--- src/rtl/fir_pkg.sv ---
// Shared types and width helpers for the time-multiplexed FIR engine.
package fir_pkg;

  typedef enum logic [1:0] {
    S_IDLE,
    S_SHIFT,
    S_MAC,
    S_DONE
  } fir_state_e;

  localparam int N_CH_DEF  = 3;
  localparam int TAPS_DEF  = 4;
  localparam int DW_DEF    = 16;
  localparam int CW_DEF    = 16;
  localparam int SHIFT_DEF = 0;

  // Tap 0 resets to unity so the filter starts as a passthrough.
  localparam int COEF_TAP0_RST = 1;

  function automatic int idx_w(input int n);
    return (n > 1) ? $clog2(n) : 1;
  endfunction

  function automatic int acc_w(input int dw, input int cw, input int taps);
    return dw + cw + $clog2(taps);
  endfunction

endpackage

--- src/rtl/fir_mac_sched_rr_arbiter.sv ---
// Round-robin arbiter: lowest-indexed request at or after ptr wins.
module rr_arbiter #(
  parameter int N_CH = 3,
  parameter int CHW  = 2
) (
  input  logic [N_CH-1:0] req,
  input  logic [CHW-1:0]  ptr,
  output logic [N_CH-1:0] grant,
  output logic [CHW-1:0]  grant_idx
);

  int idx;

  // Scan farthest offset first so the nearest request overwrites.
  always_comb begin
    grant     = '0;
    grant_idx = '0;
    idx       = 0;
    for (int i = N_CH - 1; i >= 0; i--) begin
      idx = (int'(ptr) + i) % N_CH;
      if (req[idx]) begin
        grant      = '0;
        grant[idx] = 1'b1;
        grant_idx  = CHW'(idx);
      end
    end
  end

endmodule

--- src/rtl/fir_mac_sched.sv ---
// Shared-MAC FIR engine for N_CH sample channels, round-robin scheduled.
// Define FIR_SAT_EN to saturate the output instead of wrapping it.
module fir_mac_sched
  import fir_pkg::*;
#(
  parameter int N_CH  = N_CH_DEF,
  parameter int TAPS  = TAPS_DEF,
  parameter int DW    = DW_DEF,
  parameter int CW    = CW_DEF,
  parameter int SHIFT = SHIFT_DEF
) (
  input  logic                     clk,
  input  logic                     rst_n,
  input  logic [N_CH-1:0]          req_valid,
  output logic [N_CH-1:0]          req_ready,
  input  logic [N_CH*DW-1:0]       req_data,
  input  logic                     coef_we,
  output logic                     coef_ready,
  input  logic [idx_w(TAPS)-1:0]   coef_addr,
  input  logic [CW-1:0]            coef_data,
  output logic                     out_valid,
  output logic [idx_w(N_CH)-1:0]   out_ch,
  output logic [DW-1:0]            out_data,
  output logic                     busy
);

  localparam int CHW   = idx_w(N_CH);
  localparam int KW    = idx_w(TAPS);
  localparam int PW    = DW + CW;
  localparam int ACC_W = acc_w(DW, CW, TAPS);

  fir_state_e state, next;

  logic [CHW-1:0]          rr_ptr;
  logic [CHW-1:0]          gnt_idx;
  logic [CHW-1:0]          ch_q;
  logic [N_CH-1:0]         gnt;
  logic                    xfer;
  logic signed [DW-1:0]    sample_q;
  logic signed [DW-1:0]    line [N_CH][TAPS];
  logic signed [CW-1:0]    coef [TAPS];
  logic [KW-1:0]           k;
  logic signed [ACC_W-1:0] acc;
  logic signed [ACC_W-1:0] shifted;
  logic signed [PW-1:0]    prod;
  logic [DW-1:0]           res;

  rr_arbiter #(
    .N_CH (N_CH),
    .CHW  (CHW)
  ) u_arb (
    .req       (req_valid),
    .ptr       (rr_ptr),
    .grant     (gnt),
    .grant_idx (gnt_idx)
  );

  assign req_ready  = (state == S_IDLE && rst_n) ? gnt : '0;
  assign xfer       = |(req_valid & req_ready);
  assign coef_ready = (state == S_IDLE) && !xfer;
  assign busy       = (state != S_IDLE);

  assign prod    = PW'(line[ch_q][k]) * PW'(coef[k]);
  assign shifted = acc >>> SHIFT;

`ifdef FIR_SAT_EN
  localparam logic signed [ACC_W-1:0] MAXV = ACC_W'((64'sd1 <<< (DW - 1)) - 1);
  localparam logic signed [ACC_W-1:0] MINV = -MAXV - 1;

  always_comb begin
    res = DW'(shifted);
    if (shifted > MAXV) res = MAXV[DW-1:0];
    else if (shifted < MINV) res = MINV[DW-1:0];
  end
`else
  always_comb begin
    res = DW'(shifted);
  end
`endif

  always_ff @(posedge clk or negedge rst_n) begin
    if (!rst_n) state <= S_IDLE;
    else        state <= next;
  end

  always_comb begin
    next = state;
    unique case (state)
      S_IDLE:  if (xfer) next = S_SHIFT;
      S_SHIFT: next = S_MAC;
      S_MAC:   if (k == KW'(TAPS - 1)) next = S_DONE;
      S_DONE:  next = S_IDLE;
      default: next = S_IDLE;
    endcase
  end

  always_ff @(posedge clk or negedge rst_n) begin
    if (!rst_n) begin
      for (int c = 0; c < N_CH; c++)
        for (int t = 0; t < TAPS; t++)
          line[c][t] <= '0;
      for (int t = 0; t < TAPS; t++)
        coef[t] <= (t == 0) ? CW'(COEF_TAP0_RST) : '0;
      rr_ptr    <= '0;
      ch_q      <= '0;
      sample_q  <= '0;
      k         <= '0;
      acc       <= '0;
      out_valid <= 1'b0;
      out_ch    <= '0;
      out_data  <= '0;
    end else begin
      out_valid <= 1'b0;
      if (coef_we && coef_ready) coef[coef_addr] <= coef_data;
      if (xfer) begin
        ch_q     <= gnt_idx;
        sample_q <= req_data[gnt_idx*DW +: DW];
        rr_ptr   <= (gnt_idx == CHW'(N_CH - 1)) ? '0 : gnt_idx + 1'b1;
      end
      case (state)
        S_SHIFT: begin
          for (int t = TAPS - 1; t > 0; t--)
            line[ch_q][t] <= line[ch_q][t-1];
          line[ch_q][0] <= sample_q;
          acc <= '0;
          k   <= '0;
        end
        S_MAC: begin
          acc <= acc + ACC_W'(prod);
          k   <= k + 1'b1;
        end
        S_DONE: begin
          out_valid <= 1'b1;
          out_ch    <= ch_q;
          out_data  <= res;
        end
        default: ;
      endcase
    end
  end

endmodule

--- config.mk ---
export PLATFORM = sky130hd
export DESIGN_NAME = fir_mac_sched
export DESIGN_NICKNAME = d
export VERILOG_FILES = /design/src/rtl/fir_pkg.sv /design/src/rtl/fir_mac_sched_rr_arbiter.sv /design/src/rtl/fir_mac_sched.sv
export SDC_FILE = /design/constraint.sdc
export NUM_CORES = 1
export LEC_CHECK = 0
export BUFFER_PORTS_ARGS = -buffer_cell sky130_fd_sc_hd__buf_4
export CORE_MARGIN = 2
export CORE_UTILIZATION = 50
export CTS_CLUSTER_DIAMETER = 80
export DETAILED_ROUTE_END_ITERATION = 8
export MAX_ROUTING_LAYER = met4
export PLACE_DENSITY = 0.76
export SLEW_MARGIN = 15
export SYNTH_ARGS = -nofsm -noshare
export SYNTH_HDL_FRONTEND = slang
export SYNTH_SLANG_ARGS = --single-unit
--- constraint.sdc ---
create_clock -name clk -period 8 [get_ports clk]
set_clock_uncertainty 0.15 [all_clocks]
set_input_delay 0 -clock clk [delete_from_list [all_inputs] [get_ports clk]]
set_output_delay 0 -clock clk [all_outputs]
set_load 0.02 [all_outputs]
==> results of run 1 <==
==> state kept, by name (all words and copies together) (netlist names) <==
signal     cells
coef          64
ch_q           2
k              2
state          2
acc           16
out_data      16
rr_ptr         2
sample_q      16
out_valid      1
line         192
out_ch         2
==> layer usage <==
| metal | track usage | vias up |
|---|---|---|
| met2 | 0.368 | 357 |
| met1 | 0.314 | 6592 |
| met3 | 0.0315 | 65 |
| li1 | - | 6156 |
| met5 | - | - |
| met4 | 0.0599 | 0 |
==> worst min-delay path: stages <==
cell and delay (ps):
dlygate4sd3_1 530, buf_4 120, mux2_2 130
==> worst max path at each step <==
stage	endpoint	startpoint	cells after the start	slack, ps
finish	acc[13]	ch_q[1]	24	420
global route	acc[13]	ch_q[1]	24	80
CTS	acc[13]	ch_q[1]	24	500
detailed placement	acc[13]	ch_q[1]	24	510
global placement	acc[13]	ch_q[1]	24	740
floorplan	acc[15]	ch_q[1]	25	1110
==> through the flow <==
stage	hold WS, ps	std cells	cell area (sq um)	worst slack, ps	utilization
floorplan	-446	1792	18800	1110	-
CTS	119	2405	21600	495	0.580
global route	139	2405	21600	75.5	0.580
global placement	-168	2288	19900	739	0.533
detailed placement	-168	2288	19900	515	0.533
finish	137	2405	21600	420	0.580
==> cell families after synthesis <==
group	count (synthesis)	share of synthesized area
xor+xnor	40	0.0220
buf+inv	308	0.0663
compound gates	288	0.0865
mux	257	0.162
simple gates	416	0.0945
fa+ha+maj	168	0.149
flops	315	0.419
==> cell usage after synthesis (5+ instances only) <==
library cell  instances  area (sq um)
ha_1                 75           938
nand2_1             121           454
o22ai_1              12          75.1
buf_1                20          75.1
xnor2_1              24           210
mux4_2               24           541
a21oi_1             117           586
clkbuf_1             56           210
dfrtp_1             314          7860
nand3_1               8          40.0
or2_2                19           119
mux2_2              139          1570
fa_1                 93          1860
xor2_1               11          96.3
mux2i_1              93           931
inv_1               205           769
nor2_1              203           762
nor3_1               18          90.1
nand2b_1             19           119
a221o_1              16           160
buf_2                17          85.1
o21ai_0             112           561
a21o_1                5          37.5
nor2b_1              13          81.3
==> area by class of cell <==
cell class | instances | area, sq um | share of cell area
clock inverters | 10 | 126 | 0.00584
flip-flops and latches | 315 | 7890 | 0.365
clock buffers | 52 | 1040 | 0.0480
multi-input cells | 1169 | 9700 | 0.448
inverters | 206 | 773 | 0.0357
repair buffers | 179 | 1520 | 0.0702
well taps | 474 | 593 | 0.0274
==> timing repair <==
item                                    in CTS  in global routing
endpoints found under the hold margin      143                  0
hold buffers                                55                  0
endpoints found under the setup margin       0                  0
==> flow_metrics.env, run 1 <==
export IMPL_status="finished, final reports clean"
export IMPL_r2r_slack_ps=420
export IMPL_hold_end="coef[5]"
export IMPL_critical_path_class="register to register"
export IMPL_fp_coreArea_sq_um=37300
export IMPL_synthToLayoutAreaGrowth_pct=15.2
export IMPL_antenna_found_initial=0
export IMPL_yosysUniqueCellTypes=55
export IMPL_grt_pass1_wl_mm=70.5
export IMPL_wl_met2_mm=19.7
export IMPL_drc_errors=0
export IMPL_wire_per_inst_microns=17.5
export IMPL_clk_transition_reported_paths_ps=60
export IMPL_clk_latency_ps=530
export IMPL_crit_slowest_cell="dfrtp_4"
export IMPL_dr_pass1_iters=5
export IMPL_rsz0062_at_grt="false"
export IMPL_initial_utilization=0.504
export IMPL_nets=2146
export IMPL_rr_worst_depth=24
export IMPL_viasPerCell=5.48
export IMPL_crit_path_start_kind="register"
export IMPL_finalWeightedCongestion=0.896
export IMPL_ant_nets=0
export IMPL_grt_max_degree=192
export IMPL_worstReg2RegEnd="acc[13]"
export IMPL_cp_required_ps=8230
export IMPL_netlist_area_sq_um=18800
export IMPL_max_slew_worst_pin_slew_ps=1140
export IMPL_synth_ff_type="dfrtp_1"
export IMPL_fillers=3007
export IMPL_wl_met1_mm=19.5
export IMPL_routed_top_layer="met4"
export IMPL_diodes=0
export IMPL_clockBufferDepth=3
export IMPL_critPathTopFamily="adder cells"
export IMPL_max_cap_violations=0
export IMPL_fmax_mhz=132
export IMPL_drtIter0Drc=947
export IMPL_dp_hpwl_mm=28.6
export IMPL_whs_path_depth=3
export IMPL_seq_area_frac_synth=0.419
export IMPL_crit_fanout=35
export IMPL_cts_resized=0
export IMPL_setup_viol=0
export IMPL_path_cells="buf_4 -> mux2i_1 -> mux4_2 -> nor2_1 -> nor2_1 -> nor2_1 -> fa_1 -> inv_1 -> fa_1 -> inv_1 -> ha_1 -> fa_1 -> fa_1 -> inv_1 -> fa_1 -> inv_1 -> ha_1 -> or2_2 -> a31oi_1 -> nor2b_1 -> o21ai_0 -> nor2b_1 -> xor2_1 -> o22ai_1"
export IMPL_grt_pass1_vias=13782
export IMPL_yosys_warnings=0
export IMPL_hp_start="coef_data[5]"
export IMPL_grt_overflow=0
export IMPL_syn_inst=1792
export IMPL_final_cell_mix="dfrtp_1, inv_1, nor2_1"
export IMPL_drt_total_wl_mm=42.1
export IMPL_vias=13170
export IMPL_wl_met3_mm=2.12
export IMPL_fp_dieArea_sq_um=39200
export IMPL_port_buffers=95
export IMPL_cts_tree="yes"
export IMPL_dieHeight_microns=198
export IMPL_clock_sinks=315
export IMPL_htree_levels=2
export IMPL_final_common_cell="dfrtp_1"
export IMPL_synth_area_per_cell_sq_um=10.5
export IMPL_synth_nets=2032
export IMPL_layout_drive_gt1_share=0.195
export IMPL_synthArstFlopShare=1.00
export IMPL_post_route_period_util=0.948
export IMPL_cp_end_kind="register"
export IMPL_cts_setup_buffers=0
export IMPL_r2r_start="ch_q[1]"
export IMPL_finalHoldViolations=0
export IMPL_cts_root_buf="clkbuf_16"
export IMPL_core_rowCount=71
export IMPL_hold_class="input port to register"
export IMPL_grt_usage=0.231
export IMPL_critPathBufInv=5
export IMPL_period_needed_ps=7580
export IMPL_cts_buffers=35
export IMPL_ios=96
export IMPL_synth_seq_cells=315
export IMPL_die_w_microns=198
export IMPL_tns_ps=0
export IMPL_crit_arrival_ps=7810
export IMPL_slew_headroom=0.238
export IMPL_path_common_cell="fa_1"
export IMPL_drv_slew=0
export IMPL_cpPeakStageDelay_ps=690
export IMPL_synth_edf_count=0
Power of run 1 is left out: the tool's default activity adds up to more than one toggle a clock period on the data nets, which glitch-free logic cannot reach.
==> inputs of run 2 (changes only) <==
--- a/config.mk
+++ b/config.mk
@@ -5,13 +5,14 @@
 export SDC_FILE = /design/constraint.sdc
 export NUM_CORES = 1
 export LEC_CHECK = 0
-export BUFFER_PORTS_ARGS = -buffer_cell sky130_fd_sc_hd__buf_4
 export CORE_MARGIN = 2
 export CORE_UTILIZATION = 50
 export CTS_CLUSTER_DIAMETER = 80
 export DETAILED_ROUTE_END_ITERATION = 8
+export DONT_BUFFER_PORTS = 1
+export GPL_ROUTABILITY_DRIVEN = 0
 export MAX_ROUTING_LAYER = met4
-export PLACE_DENSITY = 0.76
+export PLACE_DENSITY = 0.74
 export SLEW_MARGIN = 15
 export SYNTH_ARGS = -nofsm -noshare
 export SYNTH_HDL_FRONTEND = slang
==> run 2 against run 1 <==
  * Hold slack worse by 55 ps
  * Via count shrank 1.6%
  * Flip-flop and latch count unchanged
  * Critical path depth unchanged
  * Final cell count decreased by 3.7%
  * Clock-buffer cell count shrank 3
==> flow_metrics.env, run 2 (synthesis results as in run 1) <==
export IMPL_clock_sinks=315
export IMPL_fmax_mhz=133
export IMPL_post_route_period_util=0.940
export IMPL_final_cells=2316
export IMPL_initial_utilization=0.504
export IMPL_top_regs="line: 192 flops, coef: 64 flops"
export IMPL_max_cap_violations=0
export IMPL_final_cell_mix="dfrtp_1, inv_1, nor2_1"
export IMPL_rr_worst_depth=24
export IMPL_path_common_cell="fa_1"
export IMPL_dr_pass1_iters=5
export IMPL_crit_path_start_kind="register"
export IMPL_max_slew_worst_pin_slew_ps=1140
export IMPL_grt_pass1_wl_mm=69.8
export IMPL_slew_headroom=0.239
export IMPL_cts_setup_buffers=0
export IMPL_status="finished, final reports clean"
export IMPL_period_needed_ps=7520
export IMPL_grt_overflow=0
export IMPL_tns_ps=0
export IMPL_grt_pass1_vias=13650
export IMPL_final_util=0.565
export IMPL_layout_drive_gt1_share=0.155
export IMPL_drt_total_wl_mm=41.9
export IMPL_synthToLayoutAreaGrowth_pct=12.2
export IMPL_final_common_cell="dfrtp_1"
export IMPL_port_buffers=0
export IMPL_whs_path_depth=2
export IMPL_fp_dieArea_sq_um=39200
export IMPL_largest_reg_flops=192
export IMPL_viasPerCell=5.60
export IMPL_vias=12962
export IMPL_antenna_found_initial=1
export IMPL_htree_levels=2
export IMPL_path_cells="buf_4 -> mux2i_1 -> mux4_2 -> nor2_1 -> nor2_1 -> nor2_1 -> fa_1 -> inv_1 -> fa_1 -> inv_1 -> ha_1 -> fa_1 -> fa_1 -> inv_1 -> fa_1 -> inv_1 -> ha_1 -> or2_2 -> a31oi_1 -> nor2b_1 -> o21ai_0 -> nor2b_1 -> xor2_1 -> o22ai_1"
export IMPL_cts_root_buf="clkbuf_16"
export IMPL_ant_nets=0
export IMPL_clk_latency_ps=560
export IMPL_ios=96
export IMPL_core_rowCount=71
export IMPL_die_w_microns=198
export IMPL_cts_buffers=37
export IMPL_grt_max_degree=316
export IMPL_crit_slowest_cell="dfrtp_4"
export IMPL_place_inst=2191
export IMPL_cts_tree="yes"
export IMPL_critical_path_class="register to register"
export IMPL_wire_per_inst_microns=18.1
export IMPL_crit_arrival_ps=7760
export IMPL_top_register="line"
export IMPL_finalHoldViolations=0
export IMPL_hold_class="input port to register"
export IMPL_setup_viol=0
export IMPL_cp_required_ps=8250
export IMPL_drc_errors=0
export IMPL_nets=2053
export IMPL_crit_fanout=34
export IMPL_rsz0062_at_grt="false"
export IMPL_cp_end_kind="register"
export IMPL_drtIter0Drc=841
export IMPL_dieHeight_microns=198
export IMPL_grt_usage=0.232
export IMPL_fp_coreArea_sq_um=37300
export IMPL_clk_transition_reported_paths_ps=60
export IMPL_dp_hpwl_mm=27.7
export IMPL_drv_slew=0
export IMPL_cpPeakStageDelay_ps=850
export IMPL_clockBufferDepth=3
==> run 2: path summary, 6_finish.rpt <==
kind	startpoint	endpoint	slack, ps
min in group asynchronous	rst_n	out_data[2]	380
hold / removal	coef_data[0]	coef[16]	80
hold reg to reg	line[95]	line[95]	330
setup / recovery	ch_q[1]	acc[13]	480
setup reg to reg	ch_q[1]	acc[13]	480
max in group asynchronous	rst_n	line[119]	5910
==> run 2: worst max-delay path, delay by kind of cell (launching register included) <==
family	cells	cell delay (ps)
flip-flops	1	850
multiplexers	2	630
AO/OA/AOI/OAI	3	540
buffers and inverters	5	610
adder cells (fa/ha/maj)	7	3130
XOR/XNOR	1	160
AND/OR/NAND/NOR	6	1280
==> run 2: layout make-up <==
type | instances | area, sq um
Fill cell | 3037 | 16200
Multi-Input combinational cell | 1169 | 9700
Sequential cell | 315 | 7890
Clock buffer | 49 | 1000
Timing Repair Buffer | 84 | 863
Inverter | 206 | 773
Tap cell | 474 | 593
Clock inverter | 18 | 263
Antenna cell | 1 | 2.50
==> run 2: routing by layer <==
| layer | vias to the layer above | wire (microns) | GRT usage |
|---|---|---|---|
| li1 | 5982 | - | - |
| met1 | 6516 | 18500 | 0.303 |
| met2 | 379 | 19100 | 0.353 |
| met3 | 85 | 2670 | 0.0479 |
| met4 | 0 | 1590 | 0.101 |
| met5 | - | 0 | - |
==> run 2: timing repair <==
action	4_1_cts	5_1_grt
hold buffers	55	0
setup endpoints to repair	0	0
hold endpoints to repair	399	0
resized for setup	0	0
==> run 2: through the flow <==
| stage | cell area, sq um | setup WS [ps] | hold WS (ps) |
|---|---|---|---|
| floorplan | 18800 | 1110 | -446 |
| global placement | 19200 | 726 | -412 |
| detailed placement | 19200 | 569 | -411 |
| CTS | 21000 | 506 | 61.2 |
| global route | 21100 | 110 | 89.7 |
| finish | 21100 | 483 | 82.0 |
Power of run 2 is left out for the same reason.
==> inputs of run 3 (changes only) <==
--- a/config.mk
+++ b/config.mk
@@ -5,6 +5,8 @@
 export SDC_FILE = /design/constraint.sdc
 export NUM_CORES = 1
 export LEC_CHECK = 0
+export CELL_PAD_IN_SITES_DETAIL_PLACEMENT = 0
+export CELL_PAD_IN_SITES_GLOBAL_PLACEMENT = 1
 export CORE_MARGIN = 2
 export CORE_UTILIZATION = 50
 export CTS_CLUSTER_DIAMETER = 80
@@ -12,7 +14,7 @@
 export DONT_BUFFER_PORTS = 1
 export GPL_ROUTABILITY_DRIVEN = 0
 export MAX_ROUTING_LAYER = met4
-export PLACE_DENSITY = 0.74
+export PLACE_DENSITY = 0.87
 export SLEW_MARGIN = 15
 export SYNTH_ARGS = -nofsm -noshare
 export SYNTH_HDL_FRONTEND = slang
==> constraint.sdc (replaced) <==
create_clock -name clk -period 9.3 [get_ports clk]
set_clock_uncertainty 0.15 [all_clocks]
set_input_delay 0 -clock clk [delete_from_list [all_inputs] [get_ports clk]]
set_output_delay 0 -clock clk [all_outputs]
set_load 0.02 [all_outputs]
==> run 3 against run 2 <==
  * Die area did not move
  * Worst setup slack better by 960 ps
  * Wire length decreased by 0.92%
  * Core utilization decreased by 0.59 points
  * Flip-flop and latch count unchanged
  * Final cell count down 0.43%
  * Register-to-register slack better by 960 ps
==> flow_metrics.env, run 3 (synthesis results as in run 1) <==
export IMPL_top_register="line"
export IMPL_dpl_cell_area_sq_um=19100
export IMPL_ios=96
export IMPL_grt_pass1_wl_mm=68.2
export IMPL_cts_tree="yes"
export IMPL_grt_usage=0.228
export IMPL_post_route_period_util=0.845
export IMPL_fin_area_sq_um=20900
export IMPL_max_cap_violations=0
export IMPL_ctsHoldBuffers=55
export IMPL_dieHeight_microns=198
export IMPL_cp_required_ps=9560
export IMPL_crit_path_start_kind="register"
export IMPL_fin_ws_ps=1440
export IMPL_detailedPlace_worstSlack_ps=1470
export IMPL_final_cell_mix="dfrtp_1, inv_1, nor2_1"
export IMPL_antenna_found_initial=0
export IMPL_clock_sinks=315
export IMPL_drt_total_wl_mm=41.5
export IMPL_period_needed_ps=7860
export IMPL_ant_nets=0
export IMPL_die_w_microns=198
export IMPL_cts_buffers=37
export IMPL_viasPerCell=5.50
export IMPL_dp_hpwl_mm=26.8
export IMPL_synthToLayoutAreaGrowth_pct=11.0
export IMPL_drtIter0Drc=768
export IMPL_vias=12686
export IMPL_layout_drive_gt1_share=0.151
export IMPL_largest_reg_flops=192
export IMPL_clockBufferDepth=3
export IMPL_drc_errors=0
export IMPL_finalHoldViolations=0
export IMPL_port_buffers=0
export IMPL_slew_headroom=0.249
export IMPL_fillers=3163
export IMPL_cp_end_kind="register"
export IMPL_clk_latency_ps=560
export IMPL_htree_levels=2
export IMPL_crit_arrival_ps=8120
export IMPL_final_common_cell="dfrtp_1"
export IMPL_wire_per_inst_microns=18.0
export IMPL_crit_fanout=43
export IMPL_fmax_mhz=127
export IMPL_fp_coreArea_sq_um=37300
export IMPL_grt_pass1_vias=13119
export IMPL_critical_path_class="register to register"
export IMPL_clk_transition_reported_paths_ps=60
export IMPL_nets=2046
export IMPL_grt_overflow=0
export IMPL_status="finished, final reports clean"
export IMPL_drv_slew=0
export IMPL_initial_utilization=0.504
export IMPL_rsz0062_at_grt="false"
export IMPL_top_regs="line: 192 flops, coef: 64 flops"
export IMPL_tns_ps=0
export IMPL_cts_setup_buffers=0
export IMPL_dr_pass1_iters=5
export IMPL_cts_root_buf="clkbuf_16"
export IMPL_hold_class="input port to register"
export IMPL_grt_max_degree=316
export IMPL_multiInputGateArea_sq_um=9700
export IMPL_ff_latch_area_sq_um=7890
export IMPL_max_slew_worst_pin_slew_ps=1130
export IMPL_setup_viol=0
export IMPL_diodes=0
export IMPL_core_rowCount=71
export IMPL_cts_resized=0
export IMPL_fp_dieArea_sq_um=39200
## run 3: cell types whose count changed in the layout (fill, tap and decap cells not counted)
cell        previous run  this run
buf_4                 24        20
bufinv_16              4         0
inv_6                  1         5
buf_12                 3         0
clkinv_2               5         8
clkbuf_8               3         5
clkinv_8               2         0
clkinvlp_4             2         0
inv_8                  2         0
clkbuf_1               9         8
clkinv_16              1         0
diode_2                1         0
inv_16                 0         1
## run 3: area by class of cell
class,instances,area share
multi-input cells,1169,0.465
clock buffers,50,0.0491
well taps,474,0.0284
inverters,206,0.0371
clock inverters,15,0.00540
repair buffers,77,0.0371
flip-flops and latches,315,0.378
## run 3: critical path, stage by stage (launching register included)
cell	delay [ps]
dfrtp_4	790
buf_4	740
mux2i_1	170
nor2_1	120
a21oi_1	90
mux4_2	700
or2_2	370
fa_1	540
inv_1	50
fa_1	430
fa_1	510
fa_1	370
inv_1	80
fa_1	440
fa_1	460
xnor2_1	210
xnor2_1	160
xnor2_1	170
xnor2_1	160
xnor2_1	140
xnor3_1	510
xnor2_1	200
o22ai_1	90
## run 3: metal layers
layer,GRT usage,wire (microns),vias up
li1,-,-,5959
met1,0.306,19200,6369
met2,0.357,19000,296
met3,0.0388,2290,62
met4,0.0721,1020,0
met5,-,0,-
## run 3: stage by stage
stage | utilization | instances | hold WS [ps]
3_3_place_gp | 0.512 | 2184 | -416
6_report | 0.559 | 2306 | 67.7
4_1_cts | 0.558 | 2304 | 44.0
3_5_place_dp | 0.512 | 2184 | -416
5_1_grt | 0.559 | 2306 | 83.9
2_1_floorplan | - | 1792 | -446
## run 3: worst paths after layout
| kind | start | endpoint | slack, ps | depth (start not counted) |
|---|---|---|---|---|
| worst max-delay path | ch_q[1] | acc[15] | 1440 | 22 |
| worst min register to register | line[26] | line[26] | 330 | 2 |
| max in group asynchronous | rst_n | acc[5] | 7260 | 4 |
| worst min-delay path | coef_data[8] | coef[24] | 70 | 2 |
| min in group asynchronous | rst_n | out_data[1] | 110 | 2 |
| worst max register to register | ch_q[1] | acc[15] | 1440 | 22 |
Power of run 3 is left out for the same reason.
